`src/rtl/pipeline_stall_ctrl_pkg.sv`:
```
// ---------------------------------------------------------------------------
// pipe_ctrl_pkg
// Shared types and constants for the pipeline stall/flush controller.
//   state_t  : controller FSM states (RUN, LU_STALL, MEM_WAIT)
//   action_t : resolved per-cycle pipeline action, drives statistics
//   REG_X0   : architectural zero register (never a hazard source)
// ---------------------------------------------------------------------------
package pipe_ctrl_pkg;

  typedef enum logic [1:0] {
    RUN      = 2'd0,
    LU_STALL = 2'd1,
    MEM_WAIT = 2'd2
  } state_t;

  typedef enum logic [1:0] {
    ADVANCE = 2'd0,
    STALL   = 2'd1,
    FREEZE  = 2'd2,
    FLUSH   = 2'd3
  } action_t;

  localparam logic [4:0] REG_X0 = 5'd0;

  // True when a source operand that is actually read matches a non-x0 destination.
  function automatic logic src_conflict(input logic       uses,
                                        input logic [4:0] src,
                                        input logic [4:0] rd);
    return uses && (src == rd) && (rd != REG_X0);
  endfunction

endpackage

```
`src/rtl/pipeline_stall_ctrl_sat_counter.sv`:
```
// ---------------------------------------------------------------------------
// sat_counter
// Up-counter that sticks at its all-ones value instead of wrapping.
//   i_clock  : system clock, rising edge
//   i_reset  : asynchronous active-low reset, clears the count
//   i_inc    : add one this cycle (ignored once saturated)
//   i_clear  : synchronous clear, priority over i_inc
//   o_count  : current count
// ---------------------------------------------------------------------------
module sat_counter #(
  parameter int W = 16
) (
  input  logic         i_clock,
  input  logic         i_reset,
  input  logic         i_inc,
  input  logic         i_clear,
  output logic [W-1:0] o_count
);

  logic [W-1:0] r_count;

  always_ff @(posedge i_clock or negedge i_reset) begin
    if (!i_reset) begin
      r_count <= '0;
    end else if (i_clear) begin
      r_count <= '0;
    end else if (i_inc && (r_count != '1)) begin
      r_count <= r_count + 1'b1;
    end
  end

  assign o_count = r_count;

endmodule

```
`src/rtl/pipeline_stall_ctrl.sv`:
```
// ---------------------------------------------------------------------------
// pipeline_stall_ctrl
// Central sequencer for PC / IF-ID / ID-EX / EX-MEM load and flush controls
// of the 5-stage core. Resolves one action per cycle with the priority
//   memory wait (freeze) > taken branch (flush) > load-use (bubble) > advance
// and keeps saturating statistics of stalled cycles and branch flushes.
//
// Parameters
//   LU_CYCLES : bubbles per load-use hazard (1..3)
//   CNT_W     : statistics counter width
// Ports
//   i_clock, i_reset (async, active-low)
//   i_id_rs1/i_id_rs2, i_id_uses_rs1/i_id_uses_rs2 : ID source operands
//   i_ex_rd, i_ex_mem_re                          : ID/EX destination, is-load
//   i_ex_branch_taken                             : EX resolved a taken branch
//   i_dmem_req, i_dmem_ready                      : MEM stage handshake
//   o_pc_load, o_if_id_load, o_if_id_flush        : front-end controls
//   o_id_ex_load, o_id_ex_bubble, o_ex_mem_load   : back-end controls
//   o_stall_cycles, o_flush_count                 : saturating statistics
// ---------------------------------------------------------------------------
module pipeline_stall_ctrl
  import pipe_ctrl_pkg::*;
#(
  parameter int LU_CYCLES = 1,
  parameter int CNT_W     = 16
) (
  input  logic             i_clock,
  input  logic             i_reset,
  input  logic [4:0]       i_id_rs1,
  input  logic [4:0]       i_id_rs2,
  input  logic             i_id_uses_rs1,
  input  logic             i_id_uses_rs2,
  input  logic [4:0]       i_ex_rd,
  input  logic             i_ex_mem_re,
  input  logic             i_ex_branch_taken,
  input  logic             i_dmem_req,
  input  logic             i_dmem_ready,
  output logic             o_pc_load,
  output logic             o_if_id_load,
  output logic             o_if_id_flush,
  output logic             o_id_ex_load,
  output logic             o_id_ex_bubble,
  output logic             o_ex_mem_load,
  output logic [CNT_W-1:0] o_stall_cycles,
  output logic [CNT_W-1:0] o_flush_count
);

  // Bubbles still owed after the first one of a hazard.
  localparam logic [1:0] LU_REMAIN = 2'(LU_CYCLES - 1);

  state_t     r_state;
  state_t     r_ret_state;
  logic [1:0] r_lu_cnt;

  state_t     w_eff_state;
  logic       w_lu_hazard;
  logic       w_mem_wait;
  action_t    w_action;
  logic       w_pc_load;
  logic       w_if_id_load;
  logic       w_if_id_flush;
  logic       w_id_ex_load;
  logic       w_id_ex_bubble;
  logic       w_ex_mem_load;
  logic       w_stall_inc;
  logic       w_flush_inc;

  // -------------------------------------------------------------------------
  // Action resolution. While parked in MEM_WAIT the cycle that sees
  // dmem_ready is judged by the state we were in when the freeze began,
  // so a pending load-use bubble resumes exactly where it left off.
  // -------------------------------------------------------------------------
  always_comb begin
    w_eff_state = (r_state == MEM_WAIT) ? r_ret_state : r_state;
    w_mem_wait  = i_dmem_req && !i_dmem_ready;
    w_lu_hazard = i_ex_mem_re &&
                  (src_conflict(i_id_uses_rs1, i_id_rs1, i_ex_rd) ||
                   src_conflict(i_id_uses_rs2, i_id_rs2, i_ex_rd));

    w_action = ADVANCE;
    if (w_mem_wait) begin
      w_action = FREEZE;
    end else if (i_ex_branch_taken) begin
      w_action = FLUSH;
    end else if ((w_eff_state == LU_STALL) || w_lu_hazard) begin
      w_action = STALL;
    end
  end

  always_comb begin
    w_pc_load      = (w_action == ADVANCE) || (w_action == FLUSH);
    w_if_id_load   = w_pc_load;
    w_if_id_flush  = (w_action == FLUSH);
    w_id_ex_load   = (w_action != FREEZE);
    w_id_ex_bubble = (w_action == STALL) || (w_action == FLUSH);
    w_ex_mem_load  = (w_action != FREEZE);
    w_stall_inc    = (w_action == STALL) || (w_action == FREEZE);
    w_flush_inc    = (w_action == FLUSH);
  end

  // Outputs are gated by reset level so the pipeline freezes the instant
  // reset asserts, not at the next clock edge.
  assign o_pc_load      = w_pc_load      && i_reset;
  assign o_if_id_load   = w_if_id_load   && i_reset;
  assign o_if_id_flush  = w_if_id_flush  && i_reset;
  assign o_id_ex_load   = w_id_ex_load   && i_reset;
  assign o_id_ex_bubble = w_id_ex_bubble && i_reset;
  assign o_ex_mem_load  = w_ex_mem_load  && i_reset;

  // -------------------------------------------------------------------------
  // Controller FSM
  // -------------------------------------------------------------------------
  always_ff @(posedge i_clock or negedge i_reset) begin
    if (!i_reset) begin
      r_state     <= RUN;
      r_ret_state <= RUN;
      r_lu_cnt    <= 2'd0;
    end else begin
      case (w_action)
        FREEZE: begin
          // Re-entering the wait from MEM_WAIT must keep the original return state.
          if (r_state != MEM_WAIT) begin
            r_ret_state <= r_state;
          end
          r_state <= MEM_WAIT;
        end
        FLUSH: begin
          r_state  <= RUN;
          r_lu_cnt <= 2'd0;
        end
        STALL: begin
          if (w_eff_state == LU_STALL) begin
            r_lu_cnt <= r_lu_cnt - 2'd1;
            r_state  <= (r_lu_cnt == 2'd1) ? RUN : LU_STALL;
          end else if (LU_CYCLES > 1) begin
            r_state  <= LU_STALL;
            r_lu_cnt <= LU_REMAIN;
          end else begin
            r_state <= RUN;
          end
        end
        default: begin
          r_state <= RUN;
        end
      endcase
    end
  end

  // -------------------------------------------------------------------------
  // Statistics
  // -------------------------------------------------------------------------
  sat_counter #(.W(CNT_W)) u_stall_cnt (
    .i_clock (i_clock),
    .i_reset (i_reset),
    .i_inc   (w_stall_inc),
    .i_clear (1'b0),
    .o_count (o_stall_cycles)
  );

  sat_counter #(.W(CNT_W)) u_flush_cnt (
    .i_clock (i_clock),
    .i_reset (i_reset),
    .i_inc   (w_flush_inc),
    .i_clear (1'b0),
    .o_count (o_flush_count)
  );

endmodule

```
`config.mk`:
```
export PLATFORM = sky130hd
export DESIGN_NAME = pipeline_stall_ctrl
export DESIGN_NICKNAME = d
export VERILOG_FILES = /design/src/rtl/pipeline_stall_ctrl_pkg.sv /design/src/rtl/pipeline_stall_ctrl_sat_counter.sv /design/src/rtl/pipeline_stall_ctrl.sv
export SDC_FILE = /design/constraint.sdc
export NUM_CORES = 1
export LEC_CHECK = 0
export ABC_AREA = 1
export BUFFER_PORTS_ARGS = -buffer_cell sky130_fd_sc_hd__buf_2
export CORE_MARGIN = 4
export CORE_UTILIZATION = 49
export DETAILED_ROUTE_END_ITERATION = 8
export HOLD_SLACK_MARGIN = 0.03
export PLACE_DENSITY = 0.76
export SLEW_MARGIN = 20
export SYNTH_ARGS = -nofsm -noshare
export SYNTH_HDL_FRONTEND = slang
export SYNTH_HIERARCHICAL = 1
export SYNTH_SLANG_ARGS = --single-unit
```
`constraint.sdc`:
```
create_clock -name i_clock -period 2 [get_ports i_clock]
set_input_delay 0.3 -clock i_clock [delete_from_list [all_inputs] [get_ports i_clock]]
set_output_delay 0.3 -clock i_clock [all_outputs]
set_load 0.02 [all_outputs]
```
* Word-level counts from Yosys, hierarchy flattened
Cells that the tools add are included.
** Storage, ports and cells
- Flip-flop bits (word level) :: 38
- Input bits :: 23
- Output and inout bits :: 38
** Cells by class
- $add $sub $neg :: 3
- Muxes and demuxes :: 9
- Equal/unequal tests :: 13
- Reduce and logical (&&, ||, !) cells :: 23
** Operators by type and width (number)
- adder 16 x 1 -> 16 bit, second input constant :: 2
- != test 16 bit, second input constant :: 2
- logical AND 1 bit :: 12
- equality test 5 bit :: 2
- two-way mux 2 bit :: 4
- one-hot mux 2 bit (2 select lines) :: 2
- equality test 2 x 1 -> 1 bit, second input constant :: 3
- equality test 2 bit, second input constant :: 3
- != test 2 bit, second input constant :: 3
- logical OR 1 bit :: 5
- nonzero test 5 bit :: 1
- AND reduction 2 bit :: 2
- two-way mux 1 bit :: 3
- zero test 2 bit :: 1
- nonzero test 2 bit :: 1
- subtractor 2 x 1 -> 2 bit, second input constant :: 1
- zero test 1 bit :: 1

* Depth between registers and ports, before layout
Gate-level depths: netlist of the first run.
- Depth in word-level cells :: 12
- Mapped depth :: 17
- Mapped depth without buffers :: 16

* Cells and area by module
Netlist of the first run, hierarchy kept.
** Modules (own cells, without submodules)
- sat_counter :: cells each 144, area an instance 1037.2 um^2, seq. area each 400.4 um^2, times used 2
- pipeline_stall_ctrl :: cells each 108, area an instance 600.6 um^2, seq. area each 150.1 um^2, times used 1

* Worst setup path after synthesis of the first run
No wires, ideal clock.
- Kind :: flip-flop to output port
- Start :: register r_state[0]
- End :: output port o_pc_load
- Slack :: 26 ps
- Data arrival time :: 1674 ps
- Stages on the path, launching flop included :: 9
- Cell sequence :: dfrtp_1 > o21ai_0 > nand2_1 > inv_1 > nor2_1 > a21oi_1 > ha_1 > nor2_1 > buf_4
** On the way
- Longest elaborated chain between the ends :: 10
** RTL lines
- start: declaration :: line pipeline_stall_ctrl.sv:51 : state_t r_state;
- start signal: assignment :: line pipeline_stall_ctrl.sv:134 : r_state <= (r_lu_cnt == 2'd1) ? RUN : LU_STALL;
- equality test 2 bit :: line pipeline_stall_ctrl.sv:74 : w_eff_state = (r_state == MEM_WAIT) ? r_ret_state : r_state;
- two-way mux 2 bit (*) :: line pipeline_stall_ctrl.sv:74
- equality test 2 x 1 -> 1 bit (*) :: line pipeline_stall_ctrl.sv:85 : end else if ((w_eff_state == LU_STALL) || w_lu_hazard) begin
- logical OR 1 bit (*) :: line pipeline_stall_ctrl.sv:85
- two-way mux 1 bit (*) :: line pipeline_stall_ctrl.sv:85
- two-way mux 2 bit (*) :: line pipeline_stall_ctrl.sv:83 : end else if (i_ex_branch_taken) begin
- two-way mux 2 bit (*) :: line pipeline_stall_ctrl.sv:81 : if (w_mem_wait) begin
- equality test 2 bit or zero test 2 bit (tied branches) :: line pipeline_stall_ctrl.sv:91 : w_pc_load = (w_action == ADVANCE) || (w_action == FLUSH);
- logical OR 1 bit (*) :: line pipeline_stall_ctrl.sv:91
- logical AND 1 bit (*)
- end: declaration :: line pipeline_stall_ctrl.sv:38 : output logic o_pc_load,
Every way passes the cells marked *; elsewhere a longest branch is shown, timed or not.

* Worst setup path after layout of the first run
- Start :: register r_state[0]
- End :: output port o_if_id_load
** On the way
- Longest elaborated chain between the ends :: 10
** RTL lines
- equality test 2 bit :: line pipeline_stall_ctrl.sv:74
- two-way mux 2 bit (*) :: line pipeline_stall_ctrl.sv:74
- equality test 2 x 1 -> 1 bit (*) :: line pipeline_stall_ctrl.sv:85
- logical OR 1 bit (*) :: line pipeline_stall_ctrl.sv:85
- two-way mux 1 bit (*) :: line pipeline_stall_ctrl.sv:85
- two-way mux 2 bit (*) :: line pipeline_stall_ctrl.sv:83
- two-way mux 2 bit (*) :: line pipeline_stall_ctrl.sv:81
- equality test 2 bit or zero test 2 bit (tied branches) :: line pipeline_stall_ctrl.sv:91
- logical OR 1 bit (*) :: line pipeline_stall_ctrl.sv:91
- logical AND 1 bit (*) :: line pipeline_stall_ctrl.sv:104 : assign o_if_id_load = w_if_id_load && i_reset;
- end: declaration :: line pipeline_stall_ctrl.sv:39 : output logic o_if_id_load,
Marked as above.

==> results of run 1 <==
## sequential cells by signal, summed over array words and instances, names as in the netlist
| signal | flops |
|---|---|
| u_stall_cnt/o_count | 16 |
| r_state | 2 |
| r_lu_cnt | 2 |
| r_ret_state | 2 |
| u_flush_cnt/o_count | 16 |
## through the flow
step | power [W] | util, % | cell area (um^2) | cells
after global routing | 0.00168 | 62.9 | 3270 | 543
after global placement | 0.00103 | 58.4 | 3040 | 527
after detailed placement | 0.00103 | 58.4 | 3040 | 527
after CTS | 0.00159 | 61.1 | 3180 | 539
after floorplan | 0.000957 | - | 2690 | 401
final | 0.00161 | 62.9 | 3270 | 543
## power by group through the flow
| stage | registers [W] | logic [W] | clock network, W |
|---|---|---|---|
| 3_3_place_gp | 0.000804 | 0.000223 | 0 |
| 4_1_cts | 0.000790 | 0.000239 | 0.000565 |
| 6_report | 0.000790 | 0.000274 | 0.000549 |
| 3_5_place_dp | 0.000805 | 0.000226 | 0 |
| 5_1_grt | 0.000791 | 0.000300 | 0.000592 |
| 2_1_floorplan | 0.000812 | 0.000145 | 0 |
## repair_timing
| action | 4_1_cts | 5_1_grt |
|---|---|---|
| pin swaps | 5 | 7 |
| gates cloned | 0 | 1 |
| setup buffers | 4 | 3 |
| resized for setup | 10 | 19 |
| endpoints found under the setup margin | 3 | 18 |
## worst paths after layout
check	startpoint	endpoint	slack, ns
max	r_state[0]$_DFF_PN0_	o_if_id_load	-0.07
min	i_reset	r_ret_state[0]$_DFFE_PN0P_	0.11
max reg2reg	r_state[0]$_DFF_PN0_	u_stall_cnt/o_count[11]$_DFFE_PN0P_	0.08
min reg2reg	r_lu_cnt[1]$_DFFE_PN0P_	r_lu_cnt[1]$_DFFE_PN0P_	0.51
max in group asynchronous	i_reset	u_flush_cnt/o_count[3]$_DFFE_PN0P_	1.54
min in group i_clock	i_dmem_ready	r_state[1]$_DFF_PN0_	0.20
## critical path, delay by kind of cell (launching register included)
family / cells / cell delay [ns]
buf+inv: 2 / 0.20
fa+ha+maj: 1 / 0.24
flops: 1 / 0.41
simple gates: 3 / 0.25
compound gates: 2 / 0.37
## area by class of cell
type	instances	area, um^2	share of cell area (%)
clock buffers	7	86.3	2.64
clock inverters	1	5.00	0.153
inverters	54	210	6.42
multi-input cells	301	1520	46.4
flip-flops and latches	38	951	29.1
well taps	70	87.6	2.68
repair buffers	72	413	12.6
## cells by family after synthesis
group,Yosys count,synth area share [%]
compound gates,25,6.03
xor+xnor,10,3.27
fa+ha+maj,5,2.34
buf+inv,62,10.5
flops,38,35.5
other cells,1,0.140
simple gates,255,42.2
## Yosys cell counts
cell / instances
dfrtp_1: 38
nor3_1: 2
nand2_4: 4
o21bai_1: 4
or2_2: 2
o21ai_4: 2
xor2_1: 6
inv_2: 5
nand2_1: 146
buf_4: 2
buf_1: 2
nor2_4: 5
nor2_2: 1
a21oi_2: 1
nand4_1: 18
o21ai_1: 2
ha_1: 5
o21ai_0: 11
conb_1: 1
xnor2_1: 4
buf_12: 2
nor2_1: 43
buf_2: 2
a21oi_1: 5
nand3_1: 29
inv_4: 2
inv_1: 47
nand2_2: 5
## routing by layer
| layer | up-vias | track usage, % | wire, um |
|---|---|---|---|
| met5 | - | 0 | 0 |
| met4 | 0 | 4.98 | 43 |
| met3 | 4 | 3.73 | 243 |
| met2 | 46 | 36.8 | 3510 |
| met1 | 1242 | 24.4 | 2800 |
| li1 | 1379 | - | - |
==> flow_summary.ini, run 1 <==
[clocking]
cts_buffers = 5
clock-root-buffer = clkbuf_8
hold_buffers = 0
cts.path.max_buffers = 2
cts_tree = built
cts.sinks = 38
cts-htree-levels = 2
clk_latency_ns = 0.29
clkTransAtPathRegs_ns = 0.08

[synth]
synth_area_um2 = 2680
synth_top_cell_by_area = dfrtp_1
yosysTopAreaCellShare_pct = 35.5
synth_cell_types = 28
syn_area_per_cell_um2 = 6.76
synth_area_leaders = dfrtp_1 36%, nand2_1 20%, inv_1 6.6%
ys_warn_count = 6
yosysSeqAreaShare_pct = 35.5
ys_seq_elements = 38
synth_cells = 396

[pwr]
clkPwrFrac_pct = 34.0
comb_power_share_pct = 17.0
p_sw_share_pct = 28.2
power_density_nw_per_um2 = 493
intPower_w = 0.00116
p_sw_w = 0.000455
power_leakage_nw = 1.80
seqPwrFrac_pct = 49.0
ir_drop_uv = 281

[worst_setup_path]
crit_path_max_incr_delay_ns = 0.41
end_kind = output pin
critical_path_class = reg2out
critical_path.slowest_cell = dfrtp_1
path_cells = o21ai_1, nand2_1, inv_1, nor2_2, a21oi_2, ha_4, nor2_4, buf_6
crit_fanout = 3
arrival_ns = 1.77
required_ns = 1.70
start_kind = flop
rr_worst_depth = 14

[floorplanning]
core-area_um2 = 5200
dieHeight_um = 81.9
die_x_um = 81.9
fp-row-count = 26
start_util_pct = 51.4
dieArea_um2 = 6710
num_io_pins = 61

[flow_run]
drv_cap = 0

[cells_and_area]
antennaDiodeCount = 0
final_cell_mix = 144 x nand2_1, 57 x buf_2, 42 x inv_1, 40 x nor2_1, 38 x dfrtp_1
syn_to_final_growth_pct = 22.3
final_common_cell = nand2_1
drive_above_1_share_pct = 25.2
fill_cells = 497
fin_nets = 500

[placement]
portBuffers = 60
dp_hpwl_um = 4660
routabilityCongestion = 0.825
pre_cts_ws_ns = -0.0317

[run_status]
status = finished, violations left
violations = negative setup slack

[sta]
rsz0062_at_grt = yes
setup-tns-final_ns = -0.145
layout_min_cycle_time_ns = 2.07
skew_ns = 0.00714
post-route-period-util_pct = 104
drv_slew = 0
fin_ws_ns = -0.0737
setup_viol = 2
report.final.hold_viol_count = 0
whs_ns = 0.112
fmax_mhz = 482

[route]
antenna_left = 0
num_vias = 2671
wire_per_inst_um = 12.2
wl_um = 6600
drc = 0
initialDrtViolationCount = 105
dr.pass1.iters = 4
via_per_inst = 4.92

[grt]
overflow = 0
grt_util_all_layers_pct = 20.2
grt_pass1_wl_um = 10800
antenna_found_initial = 0
grt_max_degree = 39
grt_pass1_vias = 2517

[min_path]
hold_path.class = in2async
No activity file was read; power rests on OpenSTA's default activity.
==> run 2: changes to the inputs <==
--- a/config.mk
+++ b/config.mk
@@ -12,6 +12,7 @@
 export DETAILED_ROUTE_END_ITERATION = 8
 export HOLD_SLACK_MARGIN = 0.03
 export PLACE_DENSITY = 0.76
+export REMOVE_ABC_BUFFERS = 1
 export SLEW_MARGIN = 20
 export SYNTH_ARGS = -nofsm -noshare
 export SYNTH_HDL_FRONTEND = slang
==> flow_summary.ini, run 2 (synthesis gave the netlist of run 1 again) <==
[clocking]
cts_buffers = 5
clk_latency_ns = 0.31
clock-root-buffer = clkbuf_8
cts_tree = built
clkTransAtPathRegs_ns = 0.08
cts.sinks = 38
cts-htree-levels = 2
cts.path.max_buffers = 2

[cells_and_area]
fin_cells = 549
fill_cells = 480
drive_above_1_share_pct = 25.9
final_core_util_pct = 63.9
antennaDiodeCount = 0
syn_to_final_growth_pct = 24.4
final_cell_mix = 144 x nand2_1, 57 x buf_2, 43 x inv_1, 41 x nor2_1, 38 x dfrtp_1
fin_nets = 506
final_common_cell = nand2_1
fin_area_um2 = 3330

[pwr]
power_leakage_nw = 1.83
ir_drop_uv = 316
power_density_nw_per_um2 = 487

[run_status]
status = finished, violations left
violations = negative setup slack

[route]
num_vias = 2735
antenna_left = 0
via_per_inst = 4.98
dr.pass1.iters = 5
wl_um = 6740
wire_per_inst_um = 12.3
initialDrtViolationCount = 136
drc = 0

[worst_setup_path]
path_delay_family = flip-flops
crit_path_max_incr_delay_ns = 0.38
r2r_slack_ns = 0.05
required_ns = 1.70
start_kind = flop
r2r-end = r_lu_cnt[0]$_DFFE_PN0P_
cp_num_buf_inv = 3
critical_path_class = reg2out
path_common_cell = nor2_4
path_cells = inv_1, o21ai_1, nand2_1, inv_2, nor2_4, a21oi_4, ha_4, nor2_4, buf_6
arrival_ns = 1.73
r2r_start = r_state[1]$_DFF_PN0_
end_kind = output pin
crit_fanout = 3
critical_path.slowest_cell = dfrtp_1
rr_worst_depth = 14

[grt]
antenna_found_initial = 0
grt_pass1_vias = 2557
grt_pass1_wl_um = 11200
grt_util_all_layers_pct = 21.4
grt_max_degree = 39
overflow = 0

[sta]
fmax_mhz = 491
fin_ws_ns = -0.0348
whs_ns = 0.106
rsz0062_at_grt = yes
setup_viol = 2
report.final.hold_viol_count = 0
skew_ns = 0.0117
setup-tns-final_ns = -0.0686
drv_slew = 0
layout_min_cycle_time_ns = 2.03
post-route-period-util_pct = 102

[floorplanning]
num_io_pins = 61
start_util_pct = 51.4
dieHeight_um = 81.9
fp-row-count = 26
die_x_um = 81.9
dieArea_um2 = 6710
core-area_um2 = 5200

[placement]
place_area_um2 = 3060
routabilityCongestion = 0.855
portBuffers = 60
dp_cells = 530
dp_hpwl_um = 4690

[min_path]
hold_path.class = in2async

[flow_run]
drv_cap = 0
-- run 2: through the flow --
stage / setup slack, ns / power (W)
final: -0.0348 / 0.00162
after floorplan: 0.0229 / 0.000934
after global routing: -0.117 / 0.00169
after global placement: 0.0364 / 0.00103
after CTS: -0.0669 / 0.00161
after detailed placement: -0.0170 / 0.00104
-- run 2: layout make-up --
cell class	instances	area, um^2	share of cell area [%]
clock buffers	7	86.3	2.59
clock inverters	1	5.00	0.150
inverters	54	218	6.54
multi-input cells	301	1520	45.7
flip-flops and latches	38	951	28.6
well taps	70	87.6	2.63
repair buffers	78	458	13.8
-- run 2: worst max path at each step --
stage	from	to	slack [ns]	cells past startpoint
floorplan	r_state[0]$_DFF_PN0_	u_stall_cnt/o_count[10]$_DFFE_PN0P_	0.02	12
global placement	i_ex_rd[0]	u_stall_cnt/o_count[12]$_DFFE_PN0P_	0.04	16
detailed placement	i_ex_rd[0]	u_stall_cnt/o_count[9]$_DFFE_PN0P_	-0.02	16
CTS	r_state[1]$_DFF_PN0_	o_pc_load	-0.07	9
global route	r_state[1]$_DFF_PN0_	o_pc_load	-0.12	9
finish	r_state[1]$_DFF_PN0_	o_pc_load	-0.03	9
-- run 2: layer usage --
metal	vias up	wire length [um]	part of all wire (%)	GRT usage (%)
met2	53	3470	51	36.8
met5	-	0	0	0
met3	14	232	3.4	3.84
met1	1280	2890	43	25.6
met4	0	153	2.3	10.8
li1	1388	-	-	-
-- run 2: report_power, final --
group	internal [W]	leakage, nW	total [W]	switching [W]
sequential	0.000779	0.526	0.000790	0.0000105
combinational	0.0000978	1.25	0.000267	0.000169
clock	0.000278	0.0482	0.000562	0.000284
total	0.00116	1.83	0.00162	0.000464
-- run 2: what timing repair did --
item                       in CTS  in global routing
setup endpoints to repair       3                 20
hold buffers                    0                  0
gates resized for setup         9                 18
pin swaps                       4                  6
setup buffers                   9                  4
